[src/rtl/dtc_rr_scheduler_if.sv]
// Bundles the requester, classifier and response signals of dtc_rr_scheduler.
// The scheduler connects through the slave modport; its environment uses master.
interface dtc_rr_scheduler_if #(
    parameter int NUM_REQ = 4,
    parameter int IN_W    = 7,
    parameter int OUT_W   = 10,
    parameter int ID_W    = $clog2(NUM_REQ)
);
    logic [NUM_REQ-1:0]      req_valid;
    logic [NUM_REQ*IN_W-1:0] req_data;
    logic [NUM_REQ-1:0]      req_ready;
    logic [IN_W-1:0]         cls_inp;
    logic [OUT_W-1:0]        cls_outp;
    logic                    rsp_valid;
    logic [ID_W-1:0]         rsp_id;
    logic [OUT_W-1:0]        rsp_data;
    logic                    rsp_ready;
    logic                    busy;
    logic [15:0]             rsp_count;

    modport slave (
        input  req_valid, req_data, cls_outp, rsp_ready,
        output req_ready, cls_inp, rsp_valid, rsp_id, rsp_data, busy, rsp_count
    );

    modport master (
        output req_valid, req_data, cls_outp, rsp_ready,
        input  req_ready, cls_inp, rsp_valid, rsp_id, rsp_data, busy, rsp_count
    );
endinterface

[src/rtl/dtc_rr_scheduler.sv]
// Round-robin time-sharing of one combinational decision-tree classifier between
// NUM_REQ requesters; one request in flight, result returned with its requester ID.
module dtc_rr_scheduler #(
    parameter int NUM_REQ = 4,
    parameter int IN_W    = 7,
    parameter int OUT_W   = 10,
    parameter int CLS_LAT = 1,
    parameter int ID_W    = $clog2(NUM_REQ)
) (
    input  logic                 clk,
    input  logic                 rst,
    dtc_rr_scheduler_if.slave    bus
);

    localparam int              CNT_W    = (CLS_LAT > 1) ? $clog2(CLS_LAT) : 1;
    localparam logic [CNT_W-1:0] CNT_LOAD = CNT_W'(CLS_LAT - 1);
    localparam logic [ID_W-1:0]  ID_LAST  = ID_W'(NUM_REQ - 1);

    typedef enum logic [1:0] {
        ST_IDLE = 2'd0,
        ST_WAIT = 2'd1,
        ST_RESP = 2'd2
    } state_t;

    state_t               r_state;
    state_t               w_state_nx;
    logic [ID_W-1:0]      r_rr_ptr;
    logic [ID_W-1:0]      r_id;
    logic [CNT_W-1:0]     r_wait_cnt;
    logic [IN_W-1:0]      r_cls_inp;
    logic                 r_rsp_valid;
    logic [ID_W-1:0]      r_rsp_id;
    logic [OUT_W-1:0]     r_rsp_data;
    logic [15:0]          r_rsp_count;
    logic                 r_busy;

    logic                 w_grant_vld;
    logic [ID_W-1:0]      w_grant_idx;
    logic [ID_W-1:0]      w_cand;
    logic                 w_hit;
    logic [NUM_REQ-1:0]   w_req_ready;
    logic                 w_accept;
    logic                 w_capture;
    logic                 w_rsp_done;

    // (base + k) mod NUM_REQ for base < NUM_REQ and k < NUM_REQ
    function automatic logic [ID_W-1:0] rr_idx(input logic [ID_W-1:0] base, input int k);
        int s;
        s = int'(base) + k;
        s = (s >= NUM_REQ) ? (s - NUM_REQ) : s;
        return ID_W'(s);
    endfunction

    // Round-robin search starting at the pointer; first valid lane wins
    always_comb begin
        w_grant_vld = 1'b0;
        w_grant_idx = '0;
        w_cand      = '0;
        w_hit       = 1'b0;
        for (int k = 0; k < NUM_REQ; k++) begin
            w_cand      = rr_idx(r_rr_ptr, k);
            w_hit       = ~w_grant_vld & bus.req_valid[w_cand];
            w_grant_idx = w_hit ? w_cand : w_grant_idx;
            w_grant_vld = w_grant_vld | w_hit;
        end
    end

    // State register
    always_ff @(posedge clk) begin
        if (rst) begin
            r_state <= ST_IDLE;
        end else begin
            r_state <= w_state_nx;
        end
    end

    // Next-state decode and per-state strobes; req_ready is the only combinational output
    always_comb begin
        w_state_nx  = r_state;
        w_accept    = 1'b0;
        w_capture   = 1'b0;
        w_rsp_done  = 1'b0;
        w_req_ready = '0;
        case (r_state)
            ST_IDLE: begin
                if (w_grant_vld && !rst) begin
                    w_req_ready = NUM_REQ'(1) << w_grant_idx;
                    w_accept    = 1'b1;
                    w_state_nx  = ST_WAIT;
                end else begin
                    w_state_nx  = ST_IDLE;
                end
            end
            ST_WAIT: begin
                if (r_wait_cnt == '0) begin
                    w_capture  = 1'b1;
                    w_state_nx = ST_RESP;
                end else begin
                    w_state_nx = ST_WAIT;
                end
            end
            ST_RESP: begin
                if (bus.rsp_ready) begin
                    w_rsp_done = 1'b1;
                    w_state_nx = ST_IDLE;
                end else begin
                    w_state_nx = ST_RESP;
                end
            end
            default: begin
                w_state_nx = ST_IDLE;
            end
        endcase
    end

    // Request capture onto the classifier input and settle countdown
    always_ff @(posedge clk) begin
        if (rst) begin
            r_cls_inp  <= '0;
            r_id       <= '0;
            r_wait_cnt <= '0;
        end else if (w_accept) begin
            r_cls_inp  <= bus.req_data[w_grant_idx*IN_W +: IN_W];
            r_id       <= w_grant_idx;
            r_wait_cnt <= CNT_LOAD;
        end else if ((r_state == ST_WAIT) && (r_wait_cnt != '0)) begin
            r_wait_cnt <= r_wait_cnt - CNT_W'(1);
        end
    end

    // Response channel; the served lane drops to lowest priority on handshake
    always_ff @(posedge clk) begin
        if (rst) begin
            r_rsp_valid <= 1'b0;
            r_rsp_id    <= '0;
            r_rsp_data  <= '0;
            r_rr_ptr    <= '0;
        end else if (w_capture) begin
            r_rsp_valid <= 1'b1;
            r_rsp_id    <= r_id;
            r_rsp_data  <= bus.cls_outp;
        end else if (w_rsp_done) begin
            r_rsp_valid <= 1'b0;
            r_rr_ptr    <= (r_id == ID_LAST) ? '0 : (r_id + ID_W'(1));
        end
    end

    // Completion counter, wraps naturally at 16 bits
    always_ff @(posedge clk) begin
        if (rst) begin
            r_rsp_count <= 16'd0;
        end else if (w_rsp_done) begin
            r_rsp_count <= r_rsp_count + 16'd1;
        end
    end

    // Busy flag registered from the next state so it tracks state != IDLE exactly
    always_ff @(posedge clk) begin
        if (rst) begin
            r_busy <= 1'b0;
        end else begin
            r_busy <= (w_state_nx != ST_IDLE);
        end
    end

    assign bus.req_ready = w_req_ready;
    assign bus.cls_inp   = r_cls_inp;
    assign bus.rsp_valid = r_rsp_valid;
    assign bus.rsp_id    = r_rsp_id;
    assign bus.rsp_data  = r_rsp_data;
    assign bus.rsp_count = r_rsp_count;
    assign bus.busy      = r_busy;

endmodule

[src/flat_wrapper.sv]
// flat-port wrapper written by rule: the top's interface ports become plain ports
module dtc_rr_scheduler_flat 
#(
    parameter int NUM_REQ = 4,
    parameter int IN_W    = 7,
    parameter int OUT_W   = 10,
    parameter int CLS_LAT = 1,
    parameter int ID_W    = $clog2(NUM_REQ)
)
  (clk, rst, bus_req_valid, bus_req_data, bus_cls_outp, bus_rsp_ready, bus_req_ready, bus_cls_inp, bus_rsp_valid, bus_rsp_id, bus_rsp_data, bus_busy, bus_rsp_count);
  dtc_rr_scheduler_if #(.NUM_REQ(NUM_REQ), .IN_W(IN_W), .OUT_W(OUT_W), .ID_W(ID_W)) bus_i ();
  input  logic clk;
  input  logic rst;
  input wire logic [$bits(bus_i.req_valid)-1:0] bus_req_valid;
  input wire logic [$bits(bus_i.req_data)-1:0] bus_req_data;
  input wire logic [$bits(bus_i.cls_outp)-1:0] bus_cls_outp;
  input wire logic [$bits(bus_i.rsp_ready)-1:0] bus_rsp_ready;
  output wire logic [$bits(bus_i.req_ready)-1:0] bus_req_ready;
  output wire logic [$bits(bus_i.cls_inp)-1:0] bus_cls_inp;
  output wire logic [$bits(bus_i.rsp_valid)-1:0] bus_rsp_valid;
  output wire logic [$bits(bus_i.rsp_id)-1:0] bus_rsp_id;
  output wire logic [$bits(bus_i.rsp_data)-1:0] bus_rsp_data;
  output wire logic [$bits(bus_i.busy)-1:0] bus_busy;
  output wire logic [$bits(bus_i.rsp_count)-1:0] bus_rsp_count;
  assign bus_i.req_valid = bus_req_valid;
  assign bus_i.req_data = bus_req_data;
  assign bus_i.cls_outp = bus_cls_outp;
  assign bus_i.rsp_ready = bus_rsp_ready;
  assign bus_req_ready = bus_i.req_ready;
  assign bus_cls_inp = bus_i.cls_inp;
  assign bus_rsp_valid = bus_i.rsp_valid;
  assign bus_rsp_id = bus_i.rsp_id;
  assign bus_rsp_data = bus_i.rsp_data;
  assign bus_busy = bus_i.busy;
  assign bus_rsp_count = bus_i.rsp_count;
  dtc_rr_scheduler #(.NUM_REQ(NUM_REQ), .IN_W(IN_W), .OUT_W(OUT_W), .CLS_LAT(CLS_LAT), .ID_W(ID_W)) u_core (.clk(clk), .rst(rst), .bus(bus_i));
endmodule
[config.mk]
export PLATFORM = sky130hd
export DESIGN_NAME = dtc_rr_scheduler_flat
export DESIGN_NICKNAME = d
export VERILOG_FILES = /design/src/rtl/dtc_rr_scheduler_if.sv /design/src/rtl/dtc_rr_scheduler.sv /design/src/flat_wrapper.sv
export SDC_FILE = /design/constraint.sdc
export NUM_CORES = 1
export LEC_CHECK = 0
export CAP_MARGIN = 10
export CORE_MARGIN = 5
export CORE_UTILIZATION = 30
export CTS_CLUSTER_SIZE = 28
export DETAILED_ROUTE_END_ITERATION = 8
export MAX_ROUTING_LAYER = met4
export PLACE_DENSITY = 0.71
export SLEW_MARGIN = 15
export SYNTH_ARGS = -nofsm -noshare
export SYNTH_HDL_FRONTEND = slang
export SYNTH_SLANG_ARGS = --single-unit
[constraint.sdc]
create_clock -name clk -period 2.3 [get_ports clk]
set_clock_uncertainty 0.15 [all_clocks]
set_input_delay 0.345 -clock clk [delete_from_list [all_inputs] [get_ports clk]]
set_output_delay 0.345 -clock clk [all_outputs]
set_load 0.05 [all_outputs]
# Word-level counts from Yosys, hierarchy flattened

Index checks and enable logic that the tools add are counted.

Bits in registers: 44
Input port bits: 45
Output and inout bits: 41
Word-level logic and storage cells: 83

Add/sub/neg operators: 10
$mul: 1
Order comparisons: 8
Equality and inequality tests: 3
Shifts and indexed selects: 2
Mux-type cells: 31
Bitwise gates (word level): 10
Reductions and logical operators: 8

Operators by type and width:

| cell                                                                                | count |
|---|---|
| 28-bit by 6-bit variable part select with 7-bit output                              | 1 |
| 2-bit two-way mux                                                                   | 11 |
| 16-bit by 1-bit adder with 16-bit output, second input constant                     | 1 |
| 1-bit two-way mux                                                                   | 13 |
| 2-bit by 3-bit less-than comparator with 1-bit output, second input constant        | 4 |
| 3-bit greater-or-equal comparator, second input constant                            | 3 |
| 1-bit binary-select mux with 2-bit select                                           | 4 |
| 4-bit two-way mux                                                                   | 2 |
| 2-bit by 1-bit subtractor with 2-bit output, second input constant                  | 4 |
| 2-bit by 2-bit adder with 3-bit output, second input constant                       | 2 |
| 2-bit case mux with 3 select lines                                                  | 1 |
| 2-bit by 3-bit multiplier with 5-bit output, second input constant                  | 1 |
| 2-bit == test, second input constant                                                | 2 |
| 1-bit NOT                                                                           | 4 |
| 2-bit nonzero test                                                                  | 2 |
| 1-bit by 2-bit left shift with 4-bit output, first input constant                   | 1 |
| 2-bit by 1-bit adder with 3-bit output, second input constant                       | 1 |
| 1-bit AND                                                                           | 3 |
| 2-bit by 3-bit greater-or-equal comparator with 1-bit output, second input constant | 1 |
| 1-bit OR                                                                            | 3 |
| 2-bit by 1-bit adder with 2-bit output, second input constant                       | 1 |
| 2-bit by 1-bit == test with 1-bit output, second input constant                     | 1 |
| 1-bit logical AND                                                                   | 2 |
| 2-bit zero test                                                                     | 1 |
| 4 further kinds                                                                     | 4 |

# Logic depth before layout (Yosys ltp)

Word-level depth: 17
Mapped depth: 7
Mapped depth without buffers: 5

# Least setup slack after synthesis

No wires, ideal clock.

Path type: input port to output port
Start point: input port rst
End point: output port bus_req_ready[2]
Arrival time: 2475 ps
Data required time: 1805 ps
Path slack: -670 ps
Stages: 5
Path buffers: 2
Cells stage by stage: buf_4 -> nor4_4 -> or4b_1 -> buf_2 -> nor3_1

Cells in the longest elaborated chain, start to end: 4

Ends and longest elaborated chain:

| element           | line                   | text |
|---|---|---|
| start, declared   | flat_wrapper.sv:13     | `input logic rst;` |
| 1-bit zero test   | dtc_rr_scheduler.sv:86 | `if (w_grant_vld && !rst) begin` |
| 1-bit logical AND | dtc_rr_scheduler.sv:86 |  |
| 4-bit two-way mux | dtc_rr_scheduler.sv:86 |  |
| 4-bit two-way mux | dtc_rr_scheduler.sv:84 | `case (r_state)` |
| end, declared     | flat_wrapper.sv:18     | `output wire logic [$bits(bus_i.req_ready)-1:0] bus_req_ready;` |

Every way passes these cells.

# Final worst setup path

Start point: register u_core.r_rr_ptr[0]
End point: output port bus_req_ready[2]

Cells in the longest elaborated chain, start to end: 16
Elaborated cells between the ends (all ways): 40
Classes of those cells: add/sub: 7; order compare: 4; shift: 1; mux: 18; bitwise: 9; reduce/logical: 1

Ends and longest elaborated chain:

| element                                                                          | line                                           | text |
|---|---|---|
| start, declared                                                                  | dtc_rr_scheduler.sv:27                         | `logic [ID_W-1:0] r_rr_ptr;` |
| start signal, assigned                                                           | dtc_rr_scheduler.sv:144                        | `r_rr_ptr <= (r_id == ID_LAST) ? '0 : (r_id + ID_W'(1));` |
| 2-bit by 1-bit adder with 3-bit output, or another cell as far along             | dtc_rr_scheduler.sv:49                         | `s = int'(base) + k;` |
| 3-bit greater-or-equal comparator, or another cell as far along                  | dtc_rr_scheduler.sv:50                         | `s = (s >= NUM_REQ) ? (s - NUM_REQ) : s;` |
| 2-bit two-way mux or 1-bit binary-select mux with 2-bit select (tied branches)   | dtc_rr_scheduler.sv:50, dtc_rr_scheduler.sv:62 |  |
| 1-bit binary-select mux with 2-bit select or 1-bit two-way mux (tied branches)   | dtc_rr_scheduler.sv:62                         | `w_hit = ~w_grant_vld & bus.req_valid[w_cand];` |
| 1-bit two-way mux (implied by the code) or 1-bit NOT (tied branches)             | dtc_rr_scheduler.sv:62                         |  |
| 1-bit AND                                                                        | dtc_rr_scheduler.sv:62                         |  |
| 1-bit OR                                                                         | dtc_rr_scheduler.sv:64                         | `w_grant_vld = w_grant_vld \| w_hit;` |
| 1-bit NOT                                                                        | dtc_rr_scheduler.sv:62                         |  |
| 1-bit AND                                                                        | dtc_rr_scheduler.sv:62                         |  |
| 1-bit OR                                                                         | dtc_rr_scheduler.sv:64                         |  |
| 1-bit NOT                                                                        | dtc_rr_scheduler.sv:62                         |  |
| 1-bit AND                                                                        | dtc_rr_scheduler.sv:62                         |  |
| 2-bit two-way mux or 1-bit OR (tied branches)                                    | dtc_rr_scheduler.sv:63, dtc_rr_scheduler.sv:64 |  |
| 1-bit by 2-bit left shift with 4-bit output or 1-bit logical AND (tied branches) | dtc_rr_scheduler.sv:87, dtc_rr_scheduler.sv:86 |  |
| 4-bit two-way mux (*)                                                            | dtc_rr_scheduler.sv:86                         |  |
| 4-bit two-way mux (*)                                                            | dtc_rr_scheduler.sv:84                         |  |

Mark *: on every way between the ends. The rest lies on a longest branch, timed or not. The select of a mux whose other input is x is not followed.

==> results.sh <==
export IMPL_status="complete, no violations"
export IMPL_antenna_cells=0
export IMPL_cts_buffers=5
export IMPL_setup_viol_count_final=0
export IMPL_cp_startpoint="u_core.r_rr_ptr[0]"
export IMPL_synthArstFlopShare_pct=0
export IMPL_period_needed_ns=2.266
export IMPL_total_power_mw=2.048
export IMPL_startpoint_type="flop"
export IMPL_die_w_um=95.39
export IMPL_rows=31
export IMPL_cp_end_kind="output pin"
export IMPL_routed_wl_um=6215
export IMPL_fillCellCount=667
export IMPL_finalCritPeriodShare_pct=98.54
export IMPL_place_worst_setup_slack_ns=-0.3129
export IMPL_clk_latency_ns=0.28
export IMPL_drive_above_1_share_pct=22.88
export IMPL_viasPerCell=4.618
export IMPL_floorplan_initialDensity_pct=30.48
export IMPL_vias=2092
export IMPL_layout_nets=400
export IMPL_h_tree_depth=2
export IMPL_post_drt_wl_per_cell_um=13.72
export IMPL_yosys_warnings=0
export IMPL_syn_nets=288
export IMPL_worstMarginPinSlew_ns=0.5418
export IMPL_synth_top_flop_cell="dfxtp_1"
export IMPL_cp_required_ns=1.80
export IMPL_hold_viol=0
export IMPL_gp_congestion=0.8106
export IMPL_cts_sinks=44
export IMPL_avgSynthCellArea_um2=9.075
export IMPL_drc=0
export IMPL_syn_instance_count=241
export IMPL_r2r_start="u_core.r_rr_ptr[1]"
export IMPL_holdBufCountCts=0
export IMPL_path_clk_slew_ns=0.08
export IMPL_fin_tns_setup_ns=0
export IMPL_drtIter0Drc=68
export IMPL_synth_area_top_cells="dfxtp_1, a21oi_1, nand2_1, a2111oi_2, a221oi_2"
export IMPL_use_met1_pct=17.38
export IMPL_grt_pass1_vias=2081
export IMPL_holdCritPathClass="flop to flop"
export IMPL_cts_tree="yes"
export IMPL_slew_viol_final=0
export IMPL_slew_limit_headroom_pct=63.76
export IMPL_antenna_found_initial=0
export IMPL_maxCapViolCount=0
export IMPL_placed_cell_area_um2=3371
export IMPL_io_pins=86
export IMPL_synth_seq_cells=44
export IMPL_synth_top_area_cell="dfxtp_1"
export IMPL_cts_buffer_depth=2
export IMPL_max_freq_mhz=441.2
export IMPL_synth_top_cell_area_share_pct=40.27
export IMPL_path_max_fanout=3
export IMPL_rsz0062_at_grt="yes"
export IMPL_dpl_hpwl_um=4785
export IMPL_min_from="u_core.bus.rsp_data[4]"
export IMPL_syn_to_final_growth_pct=61.73
export IMPL_die_area_um2=9098
export IMPL_cts_root_buf="clkbuf_8"
export IMPL_post_synth_top_count_cell="dfxtp_1"
export IMPL_synth_seq_area_share_pct=40.27
export IMPL_peakVddDrop_uv=324.1
export IMPL_io_buffers=85
export IMPL_grtUsageMet2_pct=23.73
export IMPL_antenna_left=0
export IMPL_syn_cell_area_um2=2187
export IMPL_power_density_nw_per_um2=579.0
export IMPL_worstSetupPathType="flop to output pin"
export IMPL_synth_edf_count=0
export IMPL_grt_overflow=0
export IMPL_grtUsageMet3_pct=3.473
export IMPL_grt_use_total_pct=14.15
export IMPL_grt_start_max_net_pins=36
export IMPL_synth_cell_types=46
export IMPL_core_area_um2=7176
export IMPL_synth_common_cells="dfxtp_1, nand2_1, a21oi_1, nor2_1, nor3_1"
export IMPL_busiest_layer="met2"
export IMPL_crit_arrival_ns=1.77
export IMPL_design_area_um2=3537
export IMPL_power_leakage_nw=1.339
export IMPL_grt_pass1_wl_um=9949
export IMPL_die_h_um=95.39
export IMPL_dr_pass1_iters=4
export IMPL_setup_ws_ns=0.03360
-- area by class of cell --
type                    instances  area, µm²  share of cell area [%]
well taps                      99      123.9                   3.502
clock inverters                 2      35.03                  0.9904
multi-input cells             174       1246                   35.23
inverters                      12      45.04                   1.273
repair buffers                116       1129                   31.91
flip-flops and latches         44      885.9                   25.04
clock buffers                   6      72.57                   2.052
-- routing by layer --
layer / vias up / share of wire, %
li1: 1070 / -
met1: 952 / 44
met2: 67 / 49
met3: 3 / 6.4
met4: 0 / 0.24
met5: - / 0
-- sequential cells by signal (all words and copies together), names as in the netlist --
| register | cells |
|---|---|
| u_core.bus.rsp_valid | 1 |
| u_core.bus.rsp_count | 16 |
| u_core.bus.rsp_id | 2 |
| u_core.r_rr_ptr | 2 |
| u_core.bus.busy | 1 |
| u_core.bus.rsp_data | 10 |
| u_core.bus.cls_inp | 7 |
| u_core.r_state | 2 |
| u_core.r_wait_cnt | 1 |
| u_core.r_id | 2 |
-- worst max-delay path, cell delays in order, from the launching register on --
cell and delay [ns]:
dfxtp_4 0.38, nor2b_4 0.05, o21ba_4 0.19, or4b_4 0.53, nor3_4 0.17, buf_12 0.16
-- stage by stage --
stage	std cells	util [%]	hold WS [ns]
global placement	440	46.97	0.2929
detailed placement	440	46.97	0.2988
floorplan	241	-	0.2991
global route	453	49.29	0.3316
CTS	452	49.38	0.3103
finish	453	49.29	0.3080
-- worst paths after layout --
check	end	slack, ns	cells past startpoint
worst min-delay path	u_core.bus.rsp_data[4]	0.31	2
worst max-delay path	bus_req_ready[2]	0.03	5
worst min register to register	u_core.bus.rsp_data[4]	0.31	2
worst max register to register	u_core.bus.cls_inp[2]	0.34	8
-- power by group --
part	switching [mW]	internal (mW)	leakage, nW
combinational	0.350	0.280	0.923
clock	0.250	0.322	0.0552
sequential	0.0325	0.813	0.361
total	0.633	1.41	1.34
-- placed cells by master, fill, tap and decap left out, types with 2 or more instances in the layout --
cell type        instances
clkdlybuf4s50_1         76
nor3_4                   2
nor2_1                  16
o21ai_0                  2
xor2_1                   7
nor4_4                   2
buf_4                   30
nand4_1                  4
buf_12                   5
nand2_1                 35
dfxtp_1                 42
nor2b_1                  8
nand3_1                  3
nor2_4                   3
ha_1                     2
nor3_1                  12
inv_1                   11
xnor2_1                  6
and3_1                   2
nor4_1                   2
a2111oi_2                7
clkbuf_8                 5
and4_1                   2
buf_6                    2
a21oi_1                 29
or3_1                    3
a221oi_2                 7
-- timing repair --
item / CTS / global route
setup buffers: 4 / 1
gates resized for setup: 21 / 10
pin swaps: 6 / 5
endpoints found under the setup margin: 4 / 4
-- cells by family (layout without fill, tap and decap cells) --
group | Yosys count | in the layout | share of synthesized area (%)
and+or+nand+nor | 107 | 107 | 28.66
adders and majority gates | 2 | 2 | 1.144
AOI/OAI and AO/OA | 51 | 51 | 19.79
DFF | 44 | 44 | 40.27
xor gates and xnor gates | 13 | 13 | 5.206
muxes | 1 | 1 | 0.4577
buffers and inverters | 23 | 136 | 4.462
Note: power is estimated with default switching activity, not from simulation.
